$ cat src/rtl/mdu_pkg.sv
// Shared constants for the iterative multiply/divide unit: operation codes,
// FSM states and the default operand width.
package mdu_pkg;

  localparam int MDU_WIDTH = 16;

  typedef enum logic [1:0] {
    OP_MULU = 2'b00,
    OP_MUL  = 2'b01,
    OP_DIVU = 2'b10,
    OP_DIV  = 2'b11
  } op_e;

  typedef enum logic [1:0] {
    S_IDLE = 2'b00,
    S_RUN  = 2'b01,
    S_FIX  = 2'b10,
    S_DONE = 2'b11
  } state_e;

endpackage

$ cat src/rtl/mdu_abs.sv
// Sign/magnitude split of a W-bit value; neg_o is the plain two's complement
// negation so the same block also serves the sign fix-up of the result.
module mdu_abs #(
  parameter int W = 16
) (
  input  logic [W-1:0] value_i,
  input  logic         signed_i,
  output logic         sign_o,
  output logic [W-1:0] mag_o,
  output logic [W-1:0] neg_o
);

  assign neg_o  = ~value_i + W'(1);
  assign sign_o = signed_i & value_i[W-1];
  assign mag_o  = sign_o ? neg_o : value_i;

endmodule

$ cat src/rtl/mult_div_unit.sv
// Iterative multiply/divide on operand magnitudes with a final sign fix-up.
// hi/lo are architectural and only change on the completion edge.
module mult_div_unit
  import mdu_pkg::*;
#(
  parameter int WIDTH = MDU_WIDTH
) (
  input  logic             clk_i,
  input  logic             rst_i,
  input  logic             start_i,
  input  logic [1:0]       op_i,
  input  logic [WIDTH-1:0] a_i,
  input  logic [WIDTH-1:0] b_i,
  output logic             busy_o,
  output logic             done_o,
  output logic [WIDTH-1:0] hi_o,
  output logic [WIDTH-1:0] lo_o,
  output logic             div_by_zero_o
);

  localparam int CW = $clog2(WIDTH) + 1;

  state_e             state_q, state_d;
  logic [CW-1:0]      cnt_q, cnt_d;
  logic [2*WIDTH-1:0] acc_q, acc_d;
  logic [WIDTH-1:0]   opnd_q, opnd_d;
  logic [1:0]         op_q, op_d;
  logic               sa_q, sa_d, sb_q, sb_d;
  logic               dbz_pend_q, dbz_pend_d;
  logic [WIDTH-1:0]   hi_q, hi_d, lo_q, lo_d;
  logic               dbz_q, dbz_d;
  logic               done_q, done_d;

  logic               accept, div_zero_req;
  logic [WIDTH-1:0]   abs_a_in, abs_b_in;
  logic               sign_a, sign_b;
  logic [WIDTH-1:0]   mag_a, mag_b, neg_a, neg_b;
  logic [WIDTH:0]     mul_sum, div_cand, div_diff;
  logic [2*WIDTH-1:0] mul_next, div_next;
  logic [WIDTH-1:0]   mul_hi_fix;

  // Operands feed the abs blocks at accept; the accumulator halves feed them in FIX.
  always_comb begin
    abs_a_in = a_i;
    abs_b_in = b_i;
    if (state_q == S_FIX) begin
      abs_a_in = acc_q[WIDTH-1:0];
      abs_b_in = acc_q[2*WIDTH-1:WIDTH];
    end
  end

  mdu_abs #(.W(WIDTH)) u_abs_a (
    .value_i  (abs_a_in),
    .signed_i (op_i[0]),
    .sign_o   (sign_a),
    .mag_o    (mag_a),
    .neg_o    (neg_a)
  );

  mdu_abs #(.W(WIDTH)) u_abs_b (
    .value_i  (abs_b_in),
    .signed_i (op_i[0]),
    .sign_o   (sign_b),
    .mag_o    (mag_b),
    .neg_o    (neg_b)
  );

  assign accept       = (state_q == S_IDLE) && start_i && !done_q;
  assign div_zero_req = op_i[1] && (b_i == '0);

  assign mul_sum  = {1'b0, acc_q[2*WIDTH-1:WIDTH]} + {1'b0, (acc_q[0] ? opnd_q : '0)};
  assign mul_next = {mul_sum, acc_q[WIDTH-1:1]};

  // Restoring step: remainder < divisor, so the W+1-bit difference sign is exact.
  assign div_cand = acc_q[2*WIDTH-1:WIDTH-1];
  assign div_diff = div_cand - {1'b0, opnd_q};
  assign div_next = div_diff[WIDTH]
                  ? {div_cand[WIDTH-1:0], acc_q[WIDTH-2:0], 1'b0}
                  : {div_diff[WIDTH-1:0], acc_q[WIDTH-2:0], 1'b1};

  // Upper half of a 2W negation only takes the +1 carry when the low half is zero.
  assign mul_hi_fix = (acc_q[WIDTH-1:0] == '0) ? neg_b : ~acc_q[2*WIDTH-1:WIDTH];

  always_ff @(posedge clk_i) begin
    if (rst_i) begin
      state_q <= S_IDLE;
    end else begin
      state_q <= state_d;
    end
  end

  always_comb begin
    state_d = state_q;
    unique case (state_q)
      S_IDLE: if (accept) state_d = div_zero_req ? S_FIX : S_RUN;
      S_RUN:  if (cnt_q == CW'(1)) state_d = S_FIX;
      S_FIX:  state_d = S_DONE;
      S_DONE: state_d = S_IDLE;
      default: state_d = S_IDLE;
    endcase
  end

  always_comb begin
    busy_o        = (state_q != S_IDLE);
    done_o        = done_q;
    hi_o          = hi_q;
    lo_o          = lo_q;
    div_by_zero_o = dbz_q;
  end

  always_comb begin
    acc_d      = acc_q;
    opnd_d     = opnd_q;
    cnt_d      = cnt_q;
    op_d       = op_q;
    sa_d       = sa_q;
    sb_d       = sb_q;
    dbz_pend_d = dbz_pend_q;
    hi_d       = hi_q;
    lo_d       = lo_q;
    dbz_d      = dbz_q;
    done_d     = 1'b0;
    unique case (state_q)
      S_IDLE: begin
        if (accept) begin
          op_d       = op_i;
          sa_d       = sign_a;
          sb_d       = sign_b;
          dbz_pend_d = div_zero_req;
          dbz_d      = 1'b0;
          cnt_d      = CW'(WIDTH);
          if (div_zero_req) begin
            acc_d  = {a_i, {WIDTH{1'b1}}};
            opnd_d = '0;
          end else if (op_i[1]) begin
            acc_d  = {{WIDTH{1'b0}}, mag_a};
            opnd_d = mag_b;
          end else begin
            acc_d  = {{WIDTH{1'b0}}, mag_b};
            opnd_d = mag_a;
          end
        end
      end
      S_RUN: begin
        acc_d = op_q[1] ? div_next : mul_next;
        cnt_d = cnt_q - CW'(1);
      end
      S_FIX: begin
        if (!dbz_pend_q) begin
          if (op_q[1]) begin
            if (sa_q ^ sb_q) acc_d[WIDTH-1:0] = neg_a;
            if (sa_q) acc_d[2*WIDTH-1:WIDTH] = neg_b;
          end else if (sa_q ^ sb_q) begin
            acc_d = {mul_hi_fix, neg_a};
          end
        end
      end
      S_DONE: begin
        hi_d   = acc_q[2*WIDTH-1:WIDTH];
        lo_d   = acc_q[WIDTH-1:0];
        dbz_d  = dbz_pend_q;
        done_d = 1'b1;
      end
      default: ;
    endcase
  end

  always_ff @(posedge clk_i) begin
    if (rst_i) begin
      cnt_q      <= '0;
      acc_q      <= '0;
      opnd_q     <= '0;
      op_q       <= OP_MULU;
      sa_q       <= 1'b0;
      sb_q       <= 1'b0;
      dbz_pend_q <= 1'b0;
      hi_q       <= '0;
      lo_q       <= '0;
      dbz_q      <= 1'b0;
      done_q     <= 1'b0;
    end else begin
      cnt_q      <= cnt_d;
      acc_q      <= acc_d;
      opnd_q     <= opnd_d;
      op_q       <= op_d;
      sa_q       <= sa_d;
      sb_q       <= sb_d;
      dbz_pend_q <= dbz_pend_d;
      hi_q       <= hi_d;
      lo_q       <= lo_d;
      dbz_q      <= dbz_d;
      done_q     <= done_d;
    end
  end

endmodule

$ cat config.mk
export PLATFORM = sky130hd
export DESIGN_NAME = mult_div_unit
export DESIGN_NICKNAME = d
export VERILOG_FILES = /design/src/rtl/mdu_pkg.sv /design/src/rtl/mdu_abs.sv /design/src/rtl/mult_div_unit.sv
export SDC_FILE = /design/constraint.sdc
export NUM_CORES = 1
export LEC_CHECK = 0
export CAP_MARGIN = 20
export CORE_ASPECT_RATIO = 1.5
export CORE_UTILIZATION = 25
export CTS_BUF_LIST = sky130_fd_sc_hd__clkbuf_8
export DETAILED_ROUTE_END_ITERATION = 12
export DONT_BUFFER_PORTS = 1
export GPL_TIMING_DRIVEN = 0
export PLACE_DENSITY = 0.38
export SKIP_CTS_REPAIR_TIMING = 1
export SLEW_MARGIN = 20
export SYNTH_ARGS = -nofsm -noshare
export SYNTH_HDL_FRONTEND = slang
export SYNTH_SLANG_ARGS = --single-unit
$ cat constraint.sdc
create_clock -name clk_i -period 5.09 [get_ports clk_i]
set_input_delay 1.018 -clock clk_i [delete_from_list [all_inputs] [get_ports clk_i]]
set_output_delay 1.018 -clock clk_i [all_outputs]
set_load 0.01 [all_outputs]
==> results.cfg <==
[power]
total_leakage_power_nw = 3.33
powerDensity_nw_per_um2 = 613
vdd_drop_max_mv = 0.202

[synth]
syn_inst = 1125
yosysWarnings = 0
syn_area_sq_um = 8610
postSynthAreaPerCell_sq_um = 7.65
async_flop_share_pct = 0
syn_nets = 1205
synth_edf_count = 0
synth_ff_type = dfxtp_1
synth-seq-area-share_pct = 21.6
ys_types = 104
ys_ff_latch = 93

[global_route]
grt-ovfl-total = 0
grt_use_total_pct = 23.1
grt_pass1_vias = 8727
antenna_found_initial = 2
grt_pass1_wl_um = 58800
grt_max_degree = 19

[die]
die_area_sq_um = 35200
rows = 82
start_util_pct = 25.6
io_pins = 72
coreArea_sq_um = 33700
die_h_um = 229
floorplan.die.width_um = 154

[timing]
setup_violations = 0
fin_skew_ns = 0.0127
clock.fmax_ghz = 0.222
hold-worst-slack_ns = 0.514
tightest_slew_ns = 1.08
period_share_pct = 88.3
relSlewSlack_pct = 28.1
finalHoldViolations = 0
setup_ws_ns = 0.595
finalSetupTns_ns = 0
rsz0062_at_grt = false
slew_violations = 0
period_needed_ns = 4.50

[hold_path]
hp-class = reg2reg

[route]
wl_per_cell_um = 25.6
first_iter_violations = 450
ant_nets = 0
drc = 0
drtPass1Iterations = 5
viasPerCell = 5.48
dr_total_vias = 8553
routed_wl_um = 40000

[critical_path]
path_max_fanout = 10
crit_required_ns = 5.42
cp.arrival_ns = 4.83
cp-start-kind = flip-flop
cp-end-kind = flip-flop
crit_type = reg2reg

[cts]
cts_tree = built
clock_latency_ns = 0.44
cts_htree_levels = 3
clkTransAtPathRegs_ns = 0.11
cts_root_buffer = clkbuf_8
cts_buffers = 9
numClockSinks = 93
clock_path_buffers = 2

[outcome]
outcome = finished clean

[finish]
fillers = 3714
mostFrequentLayoutCells = nor2_1 (125), dfxtp_1 (93), nand2_1 (84)
postLayoutCoreUtil_pct = 27.7
layout-drive-gt1-share_pct = 8.41
syn_to_final_growth_pct = 8.33
final_cells = 1562
layout_commonest_cell = nor2_1
nNetsFinal = 1216

[placed_design]
dp_worst_setup_slack_ns = 0.608
finalWeightedCongestion = 0.904
place_hpwl_um = 31800
portBuffers = 0
place_inst = 1545

[run]
max_cap_viol_count = 0
[final cells by class]
type	count	area, sq um	share of cell area, %
Sequential cell	93	1860	20.0
Inverter	47	176	1.89
Antenna cell	1	2.50	0.0268
Tap cell	420	526	5.63
Clock inverter	7	65.1	0.698
Clock buffer	9	124	1.33
Buffer	75	323	3.46
Multi-Input combinational cell	910	6250	67.0
[metrics by stage]
| stage | cell area (sq um) | power, W |
|---|---|---|
| CTS | 9330 | 0.00571 |
| detailed placement | 9140 | 0.00514 |
| global placement | 9140 | 0.00516 |
| floorplan | 8610 | 0.00380 |
| global route | 9330 | 0.00610 |
| finish | 9330 | 0.00572 |
[cell families after synthesis]
group / count (synthesis) / synth area share, %
AND/OR/NAND/NOR: 380 / 22.4
AO/OA/AOI/OAI: 331 / 26.0
buffers and inverters: 122 / 5.80
multiplexers: 105 / 12.6
flip-flops: 93 / 21.6
XOR/XNOR: 51 / 5.19
adder cells (fa/ha/maj): 43 / 6.42
[report_power, final]
part           total, W  leakage [nW]  internal, W  switching, W
Combinational   0.00410          2.48      0.00144       0.00266
Clock          0.000535        0.0951     0.000191      0.000344
Sequential      0.00108         0.758     0.000866      0.000217
[state kept, by name (all words and copies together) (netlist names)]
| signal | cells |
|---|---|
| lo_o | 16 |
| cnt_q | 5 |
| state_q | 2 |
| sa_q | 1 |
| div_by_zero_o | 1 |
| sb_q | 1 |
| op_q | 1 |
| done_o | 1 |
| hi_o | 16 |
| opnd_q | 16 |
| dbz_pend_q | 1 |
| acc_q | 32 |
[layer usage]
| layer | wire, um | GRT usage [%] | vias to the layer above | part of all wire [%] |
|---|---|---|---|---|
| met5 | 13 | 0 | - | 0.032 |
| met2 | 20200 | 41.7 | 263 | 51 |
| li1 | - | - | 4139 | - |
| met1 | 15400 | 24.3 | 4037 | 38 |
| met4 | 2710 | 15.1 | 2 | 6.8 |
| met3 | 1670 | 4.22 | 112 | 4.2 |
[critical path: stages (launching register included)]
cell	delay, ns
dfxtp_1	0.36
inv_1	0.11
ha_1	0.41
buf_4	0.28
buf_6	0.20
buf_4	0.26
buf_2	0.41
mux2i_1	0.36
ha_1	0.45
o221ai_2	0.35
o31ai_1	0.44
xnor2_1	0.18
nand2_1	0.07
o21ai_0	0.09
nand2_1	0.09
a32o_1	0.30
[synthesized netlist by cell type, types with 5 or more instances]
cell      number  area, sq um
buf_2         12         60.1
mux2_2        21          236
o21ai_0       81          405
nand2b_1      12         75.1
xor2_1        24          210
dfxtp_1       93         1860
nor3_1        40          200
a211oi_1      13         97.6
ha_1          41          513
a22o_1         8         70.1
a21o_1         9         67.6
and4_1         6         52.6
o31ai_1        8         60.1
o21ai_1       12         60.1
o21a_1        10         75.1
nor3b_1       12         90.1
and3_1         5         31.3
nor4_1        11         68.8
inv_1         45          169
xnor2_1       27          236
a21oi_1       79          395
a22oi_1        7         52.6
buf_1         11         41.3
buf_4          5         37.5
and2_1        19          119
o211ai_1      19          143
o31a_1         5         43.8
nor2_1       125          469
a31oi_1        6         37.5
clkbuf_1      46          173
o22ai_1        6         37.5
mux2i_1       83          831
or3_1          8         50.1
nand2_1       84          315
nand3_1       12         60.1
nor2b_1        9         56.3
[worst paths after layout]
kind	start	cells after the start	to	slack (ns)
worst max-delay path	state_q[0]	15	acc_q[12]	0.59
worst min-delay path	opnd_q[8]	2	opnd_q[8]	0.51
worst max register to register	state_q[0]	15	acc_q[12]	0.59
worst min register to register	opnd_q[8]	2	opnd_q[8]	0.51
Power figures use the tool's default switching activity.
